**config.mk**
```make
export PLATFORM = sky130hd
export DESIGN_NAME = reaction_controller
export DESIGN_NICKNAME = d
export VERILOG_FILES = /design/src/rtl/reaction_controller.sv
export SDC_FILE = /design/constraint.sdc
export NUM_CORES = 1
export LEC_CHECK = 0
export ABC_AREA = 1
export CAP_MARGIN = 10
export CELL_PAD_IN_SITES_DETAIL_PLACEMENT = 1
export CELL_PAD_IN_SITES_GLOBAL_PLACEMENT = 2
export CORE_MARGIN = 1.5
export CORE_UTILIZATION = 35
export DETAILED_ROUTE_END_ITERATION = 16
export GPL_TIMING_DRIVEN = 1
export PLACE_DENSITY = 0.79
export SYNTH_ARGS = -nofsm -noshare
export SYNTH_HDL_FRONTEND = slang
export SYNTH_SLANG_ARGS = --single-unit
```
**constraint.sdc**
```tcl
create_clock -name clk -period 5.39 [get_ports clk]
set_input_delay 1.3475 -clock clk [delete_from_list [all_inputs] [get_ports clk]]
set_output_delay 1.3475 -clock clk [all_outputs]
set_load 0.05 [all_outputs]
```
**src/rtl/reaction_controller.sv**
```systemverilog
// Reaction-time game controller: random pre-stimulus delay, then measures ms until the react press.
// Optional BEST_TIME_EN adds a best_ms register tracking the fastest valid reaction since reset.
module reaction_controller #(
  parameter int TICKS_PER_MS = 100_000,
  parameter int MIN_DELAY_MS = 1000,
  parameter int RAND_BITS    = 11,
  parameter int MAX_MS       = 9999
) (
  input  logic        clk,
  input  logic        reset,
  input  logic        start_btn,
  input  logic        react_btn,
  output logic        stimulus_led,
  output logic [13:0] reaction_ms,
  output logic        result_valid,
  output logic        false_start,
  output logic        timeout,
`ifdef BEST_TIME_EN
  output logic [13:0] best_ms,
`endif
  output logic        busy
);

  localparam int TW = $clog2(TICKS_PER_MS);

  typedef enum logic [1:0] {IDLE, WAIT, ARMED, DONE} state_t;

  state_t          state_q, state_d;
  logic [15:0]     lfsr_q, lfsr_d;
  logic [TW-1:0]   tick_cnt_q, tick_cnt_d;
  logic [15:0]     delay_q, delay_d;
  logic [13:0]     ms_q, ms_d;
  logic            rv_q, rv_d, fs_q, fs_d, to_q, to_d;
  logic            start_prev_q, react_prev_q;
  logic            start_press, react_press, tick;
`ifdef BEST_TIME_EN
  logic [13:0]     best_q, best_d;
`endif

  assign start_press = start_btn & ~start_prev_q;
  assign react_press = react_btn & ~react_prev_q;
  assign tick = ((state_q == WAIT) || (state_q == ARMED)) &&
                (tick_cnt_q == TW'(TICKS_PER_MS - 1));
  assign lfsr_d = {lfsr_q[14:0], lfsr_q[15] ^ lfsr_q[13] ^ lfsr_q[12] ^ lfsr_q[10]};

  always_comb begin
    state_d    = state_q;
    tick_cnt_d = tick ? '0 : tick_cnt_q + TW'(1);
    delay_d    = delay_q;
    ms_d       = ms_q;
    rv_d       = rv_q;
    fs_d       = fs_q;
    to_d       = to_q;
`ifdef BEST_TIME_EN
    best_d     = best_q;
`endif
    case (state_q)
      IDLE, DONE: begin
        tick_cnt_d = '0;
        if (start_press) begin
          state_d = WAIT;
          delay_d = 16'(MIN_DELAY_MS) + 16'(lfsr_q[RAND_BITS-1:0]);
          ms_d    = '0;
          rv_d    = 1'b0;
          fs_d    = 1'b0;
          to_d    = 1'b0;
        end
      end
      WAIT: begin
        // A press beats a simultaneous tick: that press is a false start.
        if (react_press) begin
          state_d = DONE;
          fs_d    = 1'b1;
          ms_d    = '0;
        end else if (tick) begin
          if (delay_q == 16'd1) state_d = ARMED;
          else                  delay_d = delay_q - 16'd1;
        end
      end
      ARMED: begin
        if (react_press) begin
          state_d = DONE;
          rv_d    = 1'b1;
`ifdef BEST_TIME_EN
          if (ms_q < best_q) best_d = ms_q;
`endif
        end else if (tick) begin
          if (ms_q + 14'd1 == 14'(MAX_MS)) begin
            state_d = DONE;
            to_d    = 1'b1;
            ms_d    = 14'(MAX_MS);
          end else begin
            ms_d = ms_q + 14'd1;
          end
        end
      end
      default: state_d = IDLE;
    endcase
    // Every state change restarts the ms prescaler.
    if (state_d != state_q) tick_cnt_d = '0;
  end

  always_ff @(posedge clk) begin
    if (reset) begin
      state_q      <= IDLE;
      lfsr_q       <= 16'hACE1;
      tick_cnt_q   <= '0;
      delay_q      <= '0;
      ms_q         <= '0;
      rv_q         <= 1'b0;
      fs_q         <= 1'b0;
      to_q         <= 1'b0;
      start_prev_q <= 1'b0;
      react_prev_q <= 1'b0;
`ifdef BEST_TIME_EN
      best_q       <= 14'(MAX_MS);
`endif
    end else begin
      state_q      <= state_d;
      lfsr_q       <= lfsr_d;
      tick_cnt_q   <= tick_cnt_d;
      delay_q      <= delay_d;
      ms_q         <= ms_d;
      rv_q         <= rv_d;
      fs_q         <= fs_d;
      to_q         <= to_d;
      start_prev_q <= start_btn;
      react_prev_q <= react_btn;
`ifdef BEST_TIME_EN
      best_q       <= best_d;
`endif
    end
  end

  assign stimulus_led = (state_q == ARMED);
  assign busy         = (state_q == WAIT) || (state_q == ARMED);
  assign reaction_ms  = ms_q;
  assign result_valid = rv_q;
  assign false_start  = fs_q;
  assign timeout      = to_q;
`ifdef BEST_TIME_EN
  assign best_ms      = best_q;
`endif

endmodule
```
## After elaboration in Yosys (flattened, before gate mapping)

Cells that the tools add are included.

| storage, ports and cells | value |
|---|---|
| bits in registers | 70 |
| output and inout port bits | 19 |

| cells by class | value |
|---|---|
| $add $sub $neg | 4 |
| equality and inequality tests | 16 |
| mux-type cells | 27 |
| bitwise logic cells | 7 |
| reductions and logical operators | 12 |

Operators by type and width:

| operator | number |
|---|---|
| 2-to-1 mux 14 bit | 5 |
| 2-to-1 mux 16 bit | 4 |
| case mux 14 bit (3 select lines) | 1 |
| case mux 16 bit (2 select lines) | 1 |
| adder 17 x 1 -> 17 bit, second input constant | 1 |
| == test 17 bit, second input constant | 1 |
| == test 16 x 1 -> 1 bit, second input constant | 1 |
| subtractor 16 x 1 -> 16 bit, second input constant | 1 |
| adder 14 x 1 -> 14 bit, second input constant | 1 |
| == test 14 bit, second input constant | 1 |
| 2-to-1 mux 2 bit | 7 |
| adder 10 x 11 -> 12 bit, first input constant | 1 |
| != test 2 bit, second input constant | 6 |
| AND reduction 5 bit | 2 |
| != test 2 x 1 -> 1 bit, second input constant | 3 |
| case mux 1 bit (2 select lines) | 3 |
| case mux 2 bit (3 select lines) | 1 |
| AND reduction 3 bit | 2 |
| 2-to-1 mux 1 bit | 5 |
| OR reduction 5 bit | 1 |
| == test 2 bit, second input constant | 2 |
| AND reduction 4 bit | 1 |
| nonzero test 2 bit | 2 |
| XOR 1 bit | 3 |
| 8 further kinds | 10 |

## Longest topological paths before layout

Gate-level depths: netlist of the first run.

| depth | value |
|---|---|
| depth after elaboration | 8 |
| mapped depth | 16 |
| mapped depth without buffers | 15 |

## Least setup slack after synthesis of the first run

OpenSTA, ideal clock, no wires.

| timing path | value |
|---|---|
| path kind | reg-to-output |
| from | reg state_q[0] |
| to | out busy |
| data arrival time | 1.109 ns |
| required time | 4.043 ns |
| path slack | 2.934 ns |
| stages on the path, launching flop included | 3 |
| path through | dfxtp_1 inv_1 ha_1 |

| on the way | value |
|---|---|
| word-level cells in the longest chain between the ends | 2 |
| elaborated cells between the ends (all ways) | 3 |
| classes of those cells | eq/ne: 2; reduce/logical: 1 |

RTL lines:

| element | line | text |
|---|---|---|
| start: declaration | 28 | `state_t state_q, state_d;` |
| start signal: assignment | 119 | `state_q <= state_d;` |
| == test 2 x 1 -> 1 bit / == test 2 bit (equally long branches) | 136 | `assign busy = (state_q == WAIT) \|\| (state_q == ARMED);` |
| logical OR 1 bit (*) | 136 |  |
| end: declaration | 21 | `output logic busy` |

Mark *: on every way between the ends. The rest lies on a longest branch, timed or not.

## Worst setup path after layout of the first run

Ends and elaborated chain as after synthesis.

==> results of run 1 <==
-- placed cells by master, fill, tap and decap left out, types with 2 or more instances in the layout --
cell	instances
nand4_1	14
nor2_1	77
clkinv_2	2
a21oi_1	37
a31oi_1	5
o21ai_0	24
nor4_1	3
xor2_1	25
clkbuf_8	9
nand2_2	2
ha_1	10
clkdlybuf4s50_1	22
xnor2_1	4
nand3b_1	2
nand3_2	5
nor2_2	7
inv_1	70
dfxtp_1	70
nor3_1	8
nand3_1	31
or2_2	7
nand2_1	113
bufinv_16	2
-- final cells by class --
type / count / area share
Tap cell: 136 / 0.0400
Clock buffer: 10 / 0.0300
Sequential cell: 70 / 0.330
Multi-Input combinational cell: 381 / 0.463
Inverter: 71 / 0.0627
Clock inverter: 6 / 0.0203
Timing Repair Buffer: 23 / 0.0536
-- worst paths after layout --
path	from	end	cells past startpoint
setup / recovery	state_q[0]	busy	3
hold / removal	lfsr_q[14]	lfsr_q[15]	1
setup reg to reg	state_q[1]	delay_q[1]	9
hold reg to reg	lfsr_q[14]	lfsr_q[15]	1
-- flip-flops by register name, indices dropped and copies added (netlist names) --
register / cells
timeout: 1
result_valid: 1
react_prev_q: 1
start_prev_q: 1
delay_q: 16
false_start: 1
reaction_ms: 14
state_q: 2
tick_cnt_q: 17
lfsr_q: 16
-- cell families (layout without fill, tap and decap cells) --
logic type,Yosys count,in the layout
compound gates,69,69
xor+xnor,30,30
fa+ha+maj,10,10
buf+inv,83,110
flops,70,70
simple gates,272,272
-- power groups by stage --
stage          clock [mW]  combinational [mW]  sequential [mW]
6_report            0.469               0.810            0.657
5_1_grt             0.508               0.931            0.668
4_1_cts             0.488               0.817            0.657
3_5_place_dp            0               0.811            0.668
3_3_place_gp            0               0.799            0.665
2_1_floorplan           0               0.610            0.670
-- metal layers --
| metal | vias up | global-route usage | routed length (µm) |
|---|---|---|---|
| li1 | 1740 | - | - |
| met1 | 1597 | 0.252 | 4870 |
| met2 | 28 | 0.296 | 4290 |
| met3 | 8 | 0.0353 | 196 |
| met4 | 0 | 0.0647 | 105 |
| met5 | - | 0 | 0 |
-- critical path, stage by stage (launching register included) --
cell and delay [ps]:
dfxtp_1 430, inv_1 140, ha_1 440, clkdlybuf4s50_1 850
==> results.sh, run 1 <==
export IMPL_status="complete, no violations"
export IMPL_cts_htree_levels=3
export IMPL_grt_pass1_wl_um=16500
export IMPL_power_total_mw=1.94
export IMPL_fmax_mhz=281
export IMPL_synth_top_area_share=0.379
export IMPL_synthArstFlopShare=0
export IMPL_synth_cell_types=31
export IMPL_holdWs_ps=413
export IMPL_die_w_um=106
export IMPL_final_antenna_net_count=0
export IMPL_route_detailed_drc=0
export IMPL_drv_cap=0
export IMPL_r2r_setup_slack_ps=2220
export IMPL_synth_top_family_by_area="simple AND/OR/NAND/NOR gates"
export IMPL_io_buffers=22
export IMPL_period_minus_slack_ps=3560
export IMPL_avgRoutedWirePerCell_um=13.6
export IMPL_synth_nets=548
export IMPL_setup_slack_ps=1830
export IMPL_finalHoldViolCount=0
export IMPL_yosysSeqAreaShare=0.379
export IMPL_setup_viol=0
export IMPL_p_clk_frac=0.242
export IMPL_syn_instance_count=534
export IMPL_synth_common_cells="nand2_1 (113), nor2_1 (77), dfxtp_1 (70), inv_1 (70), a21oi_1 (37)"
export IMPL_final_core_util=0.413
export IMPL_initial_core_util=0.360
export IMPL_dr_pass1_iters=4
export IMPL_antenna_found_initial=0
export IMPL_cts_tree="yes"
export IMPL_tightest_slew_ps=763
export IMPL_place_congestion=0.759
export IMPL_p_int_mw=1.09
export IMPL_slew_violations=0
export IMPL_clock_skew_ps=15.6
export IMPL_fill_cells=1370
export IMPL_grt_overflow=0
export IMPL_fin_area_mm2=0.00425
export IMPL_syn_to_final_growth_pct=15.0
export IMPL_seqCellArea_mm2=0.00140
export IMPL_seqPwrFrac=0.339
export IMPL_crit_fanout=6
export IMPL_nNetsFinal=570
export IMPL_dr_total_vias=3373
export IMPL_grt_setup_unrepaired="false"
export IMPL_dpl_instance_area_mm2=0.00404
export IMPL_critPathCaptureType="primary output"
export IMPL_yosysWarnings=0
export IMPL_synthMuxAreaShare=0
export IMPL_cts_hold_buf=0
export IMPL_diodes=0
export IMPL_power_density_mw_per_mm2=456
export IMPL_p_leak_nw=1.69
export IMPL_ios=23
export IMPL_setup_tns_ps=0
export IMPL_swShare=0.438
export IMPL_routed_wl_um=9460
export IMPL_yosys_area_share_simple=0.329
export IMPL_worstSkewPairLatency_ps=350
export IMPL_slew_headroom=0.490
export IMPL_synth_main_ff_cell="dfxtp_1"
export IMPL_peakVddDrop_v=0.000305
export IMPL_std_cell_rows=37
export IMPL_drive_gt1_frac=0.0731
export IMPL_critical_path_arrival_ps=2210
export IMPL_p_switching_mw=0.848
export IMPL_synth_xor_area_frac=0.0731
export IMPL_yosys_top_cells_area="dfxtp_1 (38%), nand2_1 (11%), nor2_1 (7.8%)"
export IMPL_ctsResizeCount=0
export IMPL_synth_seq_cells=70
export IMPL_synth_most_common_cell="nand2_1"
export IMPL_comb_power_share=0.418
export IMPL_core_mm2=0.0103
export IMPL_cts_root_buf="clkbuf_8"
export IMPL_synth_compound_area_frac=0.0972
export IMPL_hp_class="reg -> reg"
export IMPL_place_inst=681
export IMPL_die_y_um=106
export IMPL_grt_usage=0.186
export IMPL_grt_pass1_vias=3435
export IMPL_synth_area_mm2=0.00370
export IMPL_cts_sinks=70
export IMPL_synth_largest_area_cell="dfxtp_1"
export IMPL_min_period_over_period=0.660
export IMPL_stdcell_count=697
export IMPL_clockBufferDepth=2
export IMPL_critPathKind="reg -> out"
export IMPL_synth_edff_count=0
export IMPL_dpl_worst_slack_ps=1730
export IMPL_post_cts_buffers=0
export IMPL_synth_area_per_cell_um2=6.92
export IMPL_path_clk_slew_ps=70
export IMPL_synthAdderAreaFrac=0.0339
export IMPL_cts_buffers=9
export IMPL_die_area_mm2=0.0112
export IMPL_critPathRequiredTime_ps=4040
export IMPL_dpl_hpwl_um=7020
export IMPL_grt_max_degree=27
export IMPL_drt_iter0_drc=111
export IMPL_routed_via_density=4.84
export IMPL_multi_input_area_mm2=0.00197
export IMPL_worst_setup_path_start_kind="flip-flop"
No activity file was read; power rests on OpenSTA's default activity.
==> run 2, diff against run 1 <==
--- a/config.mk
+++ b/config.mk
@@ -10,10 +10,10 @@
 export CELL_PAD_IN_SITES_DETAIL_PLACEMENT = 1
 export CELL_PAD_IN_SITES_GLOBAL_PLACEMENT = 2
 export CORE_MARGIN = 1.5
-export CORE_UTILIZATION = 35
+export CORE_UTILIZATION = 34
 export DETAILED_ROUTE_END_ITERATION = 16
 export GPL_TIMING_DRIVEN = 1
-export PLACE_DENSITY = 0.79
+export PLACE_DENSITY = 0.77
 export SYNTH_ARGS = -nofsm -noshare
 export SYNTH_HDL_FRONTEND = slang
 export SYNTH_SLANG_ARGS = --single-unit
==> constraint.sdc (replaced) <==
create_clock -name clk -period 3.3 [get_ports clk]
set_input_delay 0.825 -clock clk [delete_from_list [all_inputs] [get_ports clk]]
set_output_delay 0.825 -clock clk [all_outputs]
set_load 0.05 [all_outputs]
==> results.sh, run 2 (synthesis gave the netlist of run 1 again) <==
export IMPL_hp_class="reg -> reg"
export IMPL_setup_viol=0
export IMPL_cts_hold_buf=0
export IMPL_dr_total_vias=3376
export IMPL_layout_common_cells="nand2_1 (113), nor2_1 (77), inv_1 (70), dfxtp_1 (70), a21oi_1 (37)"
export IMPL_cp_slowest_stage_delay_ps=850
export IMPL_die_area_mm2=0.0115
export IMPL_cts_root_buf="clkbuf_8"
export IMPL_fin_area_mm2=0.00427
export IMPL_place_congestion=0.761
export IMPL_setup_tns_ps=0
export IMPL_worst_hold_path_endpoint="lfsr_q[12]"
export IMPL_initial_core_util=0.355
export IMPL_dpl_instance_area_mm2=0.00407
export IMPL_die_w_um=107
export IMPL_hold_start="lfsr_q[11]"
export IMPL_cts_htree_levels=3
export IMPL_critPathKind="reg -> out"
export IMPL_setup_slack_ps=255
export IMPL_slowest_stage="clkdlybuf4s50_1"
export IMPL_holdWs_ps=406
export IMPL_p_leak_nw=1.71
export IMPL_ctsResizeCount=0
export IMPL_post_cts_buffers=0
export IMPL_largestRegisters="tick_cnt_q (17), delay_q (16), lfsr_q (16)"
export IMPL_grt_overflow=0
export IMPL_ios=23
export IMPL_io_buffers=22
export IMPL_routed_wl_um=9620
export IMPL_r2r_setup_slack_ps=650
export IMPL_worst_path_buf_inv=2
export IMPL_status="complete, no violations"
export IMPL_crit_family="buffers and inverters"
export IMPL_grt_pass1_vias=3363
export IMPL_clockBufferDepth=2
export IMPL_routed_via_density=4.82
export IMPL_crit_fanout=6
export IMPL_std_cell_rows=37
export IMPL_reg2reg_to="reaction_ms[12]"
export IMPL_dpl_worst_slack_ps=491
export IMPL_path_clk_slew_ps=70
export IMPL_slew_violations=0
export IMPL_diodes=0
export IMPL_reg2reg_depth=12
export IMPL_grt_max_degree=27
export IMPL_critPathCaptureType="primary output"
export IMPL_fmax_mhz=328
export IMPL_peakVddDrop_v=0.000462
export IMPL_cts_sinks=70
export IMPL_worstSkewPairLatency_ps=370
export IMPL_clock_skew_ps=13.2
export IMPL_grt_setup_unrepaired="false"
export IMPL_fill_cells=1366
export IMPL_antenna_found_initial=0
export IMPL_syn_to_final_growth_pct=15.6
export IMPL_final_common_cell="nand2_1"
export IMPL_tightest_slew_ps=595
export IMPL_dpl_hpwl_um=7170
export IMPL_largest_register_ffs=17
export IMPL_core_mm2=0.0104
export IMPL_drv_cap=0
export IMPL_period_minus_slack_ps=3050
export IMPL_final_antenna_net_count=0
export IMPL_grt_usage=0.185
export IMPL_worstPathCellList="inv_1, ha_1, clkdlybuf4s50_1"
export IMPL_hold_depth=2
export IMPL_cts_buffers=9
export IMPL_critical_path_arrival_ps=2220
export IMPL_avgRoutedWirePerCell_um=13.7
export IMPL_cts_tree="yes"
export IMPL_die_y_um=107
export IMPL_drive_gt1_frac=0.0796
export IMPL_finalHoldViolCount=0
export IMPL_regMostFlops="tick_cnt_q"
export IMPL_timing_rr_start="state_q[0]"
export IMPL_power_density_mw_per_mm2=745
export IMPL_dr_pass1_iters=4
export IMPL_min_period_over_period=0.923
export IMPL_drt_iter0_drc=115
export IMPL_worst_setup_path_start_kind="flip-flop"
export IMPL_nNetsFinal=575
export IMPL_route_detailed_drc=0
export IMPL_grt_pass1_wl_um=16500
export IMPL_critPathRequiredTime_ps=2470
export IMPL_slew_headroom=0.603
## run 2: changes by cell type in the layout (fill, tap and decap cells not counted)
cell / delta
bufinv_16: -1
buf_4: +5
clkinv_2: -1
clkbuf_8: +2
clkinvlp_4: -1
## run 2: power by group
| part | switching [mW] | internal, mW |
|---|---|---|
| clock | 0.340 | 0.387 |
| combinational | 0.946 | 0.430 |
| sequential | 0.119 | 0.961 |
## run 2: metrics by stage
step           std cells  power (mW)   util
5_1_grt              701        3.45  0.410
4_1_cts              701        3.22  0.410
3_3_place_gp         686        2.46  0.391
2_1_floorplan        534        2.09      -
6_report             701        3.18  0.410
3_5_place_dp         686        2.48  0.391
## run 2: how the worst max path moves through the flow
stage	start	end	slack (ps)	cells past startpoint
2_1_floorplan	state_q[0]	reaction_ms[12]	860	13
3_3_place_gp	start_btn	delay_q[10]	590	10
3_5_place_dp	start_btn	delay_q[10]	490	10
4_1_cts	state_q[0]	busy	240	3
5_1_grt	state_q[0]	busy	160	3
6_report	state_q[0]	busy	250	3
## run 2: area by class of cell
type	instances	area, µm²	area share
Clock inverter	3	43.8	0.0103
Clock buffer	12	155	0.0363
Sequential cell	70	1400	0.328
Tap cell	136	170	0.0398
Timing Repair Buffer	28	265	0.0621
Multi-Input combinational cell	381	1970	0.461
Inverter	71	267	0.0624
## run 2: worst reg2reg max path, cell delays in order, from the launching register on
cell and delay (ps):
dfxtp_1 440, inv_1 140, ha_1 430, inv_1 110, nor3_1 170, nand4_1 130, nor2_1 150, nand2_1 70
nand2_1 90, nand3_2 80, nor2_2 470, nand3_1 150, a21oi_1 150
## run 2: layer usage
layer / up-vias / global-route usage / wire, µm
li1: 1747 / - / -
met1: 1588 / 0.251 / 5030
met2: 31 / 0.282 / 4170
met3: 10 / 0.0472 / 281
met4: 0 / 0.0686 / 142
met5: - / 0 / 0
==> edit 1 (config.mk and constraints of run 2) <==
`ms_q` no longer has a reset.
--- a/src/rtl/reaction_controller.sv
+++ b/src/rtl/reaction_controller.sv
@@ -107,5 +107,4 @@
       tick_cnt_q   <= '0;
       delay_q      <= '0;
-      ms_q         <= '0;
       rv_q         <= 1'b0;
       fs_q         <= 1'b0;
@@ -121,5 +120,4 @@
       tick_cnt_q   <= tick_cnt_d;
       delay_q      <= delay_d;
-      ms_q         <= ms_d;
       rv_q         <= rv_d;
       fs_q         <= fs_d;
@@ -131,4 +129,8 @@
 `endif
     end
+  end
+
+  always_ff @(posedge clk) begin
+    ms_q <= ms_d;
   end
 
Behaviour: same outputs for any inputs over 10 cycles, from zero or initial values and one cycle with reset high; that may be too few to reach the edited logic, so the function may still have changed.
==> edit 1 against run 2 <==
Total power up 14%. Critical path depth unchanged. Non-clock buffer count did not move. Synthesized cell count fell by 9.6%. Wire length shrank 9.6%. Final area decreased by 2.5%. Area after synthesis is 2.2% lower. First-iteration DRC count fell by 16%. Worst setup slack gained 0.12 ns. Sequential cell count did not move.
==> edit 1: results (changes against run 2) <==
- Placed Instance Area: 4006 um^2 (was 4073 um^2)
- DPL Wire Length: 6.555 mm (was 7.168 mm)
- The post-synthesis share of cell area spent on xor and xnor gates was 0.07024 (was 0.07312).
- Via count: 3119 (was 3376)
- Crit-path max FO: 6 (unchanged)
- Slack of the worst reg-to-reg path: 0.50 ns (was 0.65 ns)
- Total number of nets in the final design: 525 (was 575)
- Fill count: 1297 (was 1366)
- The final setup skew was 0.01348 ns (was 0.01320 ns).
* Share of layout cells above drive strength 1: 0.09302 (was 0.07965)
- First-pass DRT Iterations: 4 (unchanged)
* Hold_ws: 0.4071 ns (was 0.4057 ns)
* Post-synthesis sequential area ratio: 0.4263 (was 0.3791)
- Synth top cells by count: nand2_1 (88), nor2_1 (72), dfxtp_1 (56), inv_1 (56) (was nand2_1 (113), nor2_1 (77), dfxtp_1 (70), inv_1 (70), a21oi_1 (37))
- The number of distinct library cells after synthesis came to 34 (was 31).
* Post-CTS clock slew at the launch and capture registers of the worst setup and hold paths: 0.07 ns (about the same)
- Number of buffers created by CTS: 9 (unchanged)
- Maximum number of pins on one net before global-route repair: 20 (was 27)
- The maximum count of clock buffers along a single path came to 2 (unchanged).
* Static power due to leakage: 1.631 nW (was 1.713 nW)
- CTS root buffer: clkbuf_8 (unchanged)
* Clock latency of the later-clocked register in the worst-skew pair: 0.35 ns (was 0.37 ns)
- Peak ir drop on the vdd network: 0.3886 mV (was 0.4616 mV)
- The number of enable flip-flop cells after synthesis was 14 (was 0).
- Antenna diode instance count: 0 (unchanged)
* Post-CTS resize count: 0 (unchanged)
- WP data arrival: 2.10 ns (was 2.22 ns)
* Number of buffers inserted by post-CTS setup repair: 0 (unchanged)
* All-layer global routing usage: 0.1674 (was 0.1851)
- Fraction of registers with async set/reset: 0 (unchanged)
* Buffers on Ports: 22 (unchanged)
- Min-delay worst type: reg2reg (unchanged)
- Top post-synthesis cells by area: dfxtp_1 (31%), edfxtp_1 (12%), nand2_1 (9.1%), nor2_1 (7.5%), inv_1 (5.8%) (was dfxtp_1 (38%), nand2_1 (11%), nor2_1 (7.8%), inv_1 (7.1%), xor2_1 (5.9%)).
- The share of cell area taken by muxes after synthesis came to 0 (unchanged).
- The routed wire length was 8.697 mm (was 9.618 mm).
- The compound-gate portion of the synthesized area was 0.09412 (was 0.09716).
- Post-Synth Adder-Cell Area: 0.03460 (was 0.03385)
- Wire length of the first global-routing pass: 15.01 mm (was 16.46 mm)
- GPL Wtd Cong: 0.8074 (was 0.7612)
- Antenna violations before repair: 0 (unchanged)
* Net Count, Synth: 497 (was 548)
- The final setup violation count came to 0 (unchanged).
- The worst slew margin relative to its limit was 0.6523 (was 0.6029).
- Largest registers ranked by flip-flop count: tick_cnt_q x17, delay_q x16, lfsr_q x16 (unchanged).
- Drt first-iter violations: 97 (was 115)
* Number of routed nets with antenna violations: 0 (unchanged)
- # H-tree levels: 3 (unchanged)
- Count of synthesis-stage warnings from yosys: 0 (unchanged)
- Outcome: finished clean (unchanged)
## edit 1: cell count changes after synthesis, sizes merged, moves of 7 or more
cell and delta:
dfxtp -14, nand3 -8, a21oi -18, nand2 -24, inv -13, edfxtp +14
nand4 -7
## edit 1: final timing paths
kind | start | to | depth (start not counted)
min | lfsr_q[11]$_SDFF_PP1_ | lfsr_q[12]$_SDFF_PP0_ | 2
min reg2reg | lfsr_q[11]$_SDFF_PP1_ | lfsr_q[12]$_SDFF_PP0_ | 2
max reg2reg | state_q[0]$_SDFF_PP0_ | delay_q[12]$_SDFFE_PP0P_ | 13
max | state_q[0]$_SDFF_PP0_ | busy | 3
## edit 1: final cells by class
class | count | area (um^2) | share of cell area
inverter | 59 | 221.5 | 0.05319
multi-input combinational | 343 | 1808 | 0.4342
timing repair buffer | 28 | 265.3 | 0.06370
sequential | 70 | 1541 | 0.3702
clock buffer | 11 | 131.4 | 0.03155
tap | 136 | 170.2 | 0.04087
clock inverter | 5 | 26.28 | 0.006310
## edit 1: per-layer routing
layer / vias up / part of all wire / global-route usage
li1: 1610 / - / -
met1: 1472 / 0.52 / 0.2383
met2: 26 / 0.44 / 0.2493
met3: 11 / 0.021 / 0.02636
met4: 0 / 0.018 / 0.07239
met5: - / 0 / 0
## edit 1: worst max-delay path: stages (launching register included)
cell and delay, ns:
dfxtp_1 0.43, inv_1 0.12, ha_1 0.37, clkdlybuf4s50_1 0.84
## edit 1: power breakdown
part	switching, W	internal (W)
clock network	0.000326	0.000267
registers	0.000207	0.00110
logic	0.00119	0.000532
## edit 1: stage by stage
step                worst slack (ns)  cells  power, W
floorplan                     0.2672    483  0.002536
global placement              0.5450    636  0.003019
detailed placement            0.4622    636  0.003053
CTS                           0.3296    652  0.003664
global route                  0.1078    652  0.003905
finish                        0.3739    652  0.003613
==> edit 2 (settings of run 2) <==
Made on the original files. Change the parameter `TICKS_PER_MS` from 100_000 to 200_000.
--- a/src/rtl/reaction_controller.sv
+++ b/src/rtl/reaction_controller.sv
@@ -2,5 +2,5 @@
 // Optional BEST_TIME_EN adds a best_ms register tracking the fastest valid reaction since reset.
 module reaction_controller #(
-  parameter int TICKS_PER_MS = 100_000,
+  parameter int TICKS_PER_MS = 200_000,
   parameter int MIN_DELAY_MS = 1000,
   parameter int RAND_BITS    = 11,
Behaviour: same outputs for any inputs over 10 cycles, from zero or initial values and one cycle with reset high; that may be too few to reach the edited logic, so the function may still have changed.
==> edit 2 against run 2 <==
Fmax is 0.75% higher. Total power is 9.0% higher. Utilization is 0.46 points higher. Sequential cell count is 1 higher. Clock power up 39%. Wire length is 3.2% higher. Non-clock buffer count unchanged. Synthesized cell count is 2.1% higher. Area after synthesis increased by 4.8%. Final area rose by 6.6%. Worst setup slack better by 0.023 ns. Register-to-register slack is essentially flat. Largest cell class unchanged.
==> edit 2: results (changes against run 2) <==
- The average detailed-routed wire length per instance came to 13.86 um (was 13.72 um).
* Placed Instance Area: 4248 um^2 (was 4073 um^2)
- The initial DRC count is 112 (was 115).
* Worst R2R Path Depth: 10 (was 12)
* Power density relative to cell area: 761.3 nW/um^2 (was 745.0 nW/um^2)
- The buffer type at the clock tree root is clkbuf_16 (was clkbuf_8).
* Via count normalized by instance count: 4.916 (was 4.816)
- Share of the final layout cell area in sequential cells: 0.3121 (was 0.3281)
* Number of ordinary inverters in the final layout: 70 (was 71)
* Largest registers ranked by flip-flop count: tick_cnt_q x18, delay_q x16, lfsr_q x16 (was tick_cnt_q x17, delay_q x16, lfsr_q x16)
- The final setup skew was 0.005524 ns (was 0.01320 ns).
- Fill count: 1368 (was 1366)
* Num rows: 38 (was 37)
- The number of global-route vias before repair is 3504 (was 3363).
* Number of cells in the design after placement: 701 (was 686)
- Net Count, Synth: 559 (was 548)
- Static power due to leakage: 1.756 nW (was 1.713 nW)
* Capturing point of the worst reg2reg path: reaction_ms[2]$_SDFFE_PP0P_ (was reaction_ms[12]$_SDFFE_PP0P_)
* Post-route standard cell area excluding fillers: 4554 um^2 (was 4272 um^2)
- The maximum VDD drop is 0.4370 mV (was 0.4616 mV).
- Non-filler cells, final: 716 (was 701)
* Share of layout cells above drive strength 1: 0.1076 (was 0.07965)
- The overall global routing resource usage is 0.1826 (was 0.1851).
* Synth cell types: 35 (was 31)
* Proportion of power drawn by combinational gates: 0.398 (was 0.432)
* Number of sequential cells: 71 (was 70)
* Final-layout non-clock buffer area share: 0.05824 (was 0.06210)
* Synth top cells by count: nand2_1 (110), dfxtp_1 (71), inv_1 (66) (was nand2_1 (113), nor2_1 (77), dfxtp_1 (70), inv_1 (70), a21oi_1 (37))
- The pin count of the biggest net entering global routing was 35 (was 27).
- Hold_ws: 0.4066 ns (was 0.4057 ns)
* WP data arrival: 2.20 ns (was 2.22 ns)
* Outcome: finished clean (unchanged)
* Multi-input gates: 392 (was 381)
- Wire length of the first global-routing pass: 16.86 mm (was 16.46 mm)
- Post-synthesis compound-gate area fraction: 0.1057 (was 0.09716)
- Post-synthesis sequential area ratio: 0.3670 (was 0.3791)
* GPL Wtd Cong: 0.7490 (was 0.7612)
- The post-synthesis share of cell area spent on xor and xnor gates is 0.05654 (was 0.07312).
- # clk buffers: 11 (was 12)
- Pre-CTS WS: 0.4802 ns (was 0.4911 ns)
* Internal power summed over all cells: 0.002035 W (was 0.001778 W)
* Fraction of area in multi-input gates: 0.4662 (was 0.4610)
- Headroom to the max-slew limit: 0.6388 (was 0.6029)
- The clock buffer and inverter area fraction after layout is 0.06731 (was 0.04657).
* Achievable frequency: 330.8 MHz (was 328.4 MHz)
- Total number of nets in the final design: 586 (was 575)
- The latest clock arrival within the worst-skew pair is 0.34 ns (was 0.37 ns).
- Crit-path max FO: 7 (was 6)
- The synthesized-area fraction occupied by adder cells is 0.03231 (was 0.03385).
## edit 2: changes by cell type after synthesis, moves of 3 or more
| cell | before | now |
|---|---|---|
| nor2_1 | 77 | 63 |
| inv_1 | 70 | 66 |
| nand4_1 | 14 | 10 |
| nand2_1 | 113 | 110 |
| nor2_4 | 1 | 12 |
| a21oi_1 | 37 | 41 |
| nand2_2 | 2 | 6 |
| xor2_1 | 25 | 18 |
| nand3_1 | 31 | 40 |
| xnor2_1 | 4 | 7 |
## edit 2: routing by layer
metal | wire [um] | vias to the layer above | GRT usage
li1 | - | 1801 | -
met1 | 4733 | 1684 | 0.2208
met2 | 4816 | 22 | 0.3132
met3 | 215 | 13 | 0.04327
met4 | 157 | 0 | 0.06679
met5 | 0 | - | 0
## edit 2: worst max-delay path, cell delays in order, from the launching register on
cell and delay (ns):
dfxtp_1 0.43, inv_1 0.14, ha_1 0.44, clkdlybuf4s50_1 0.85
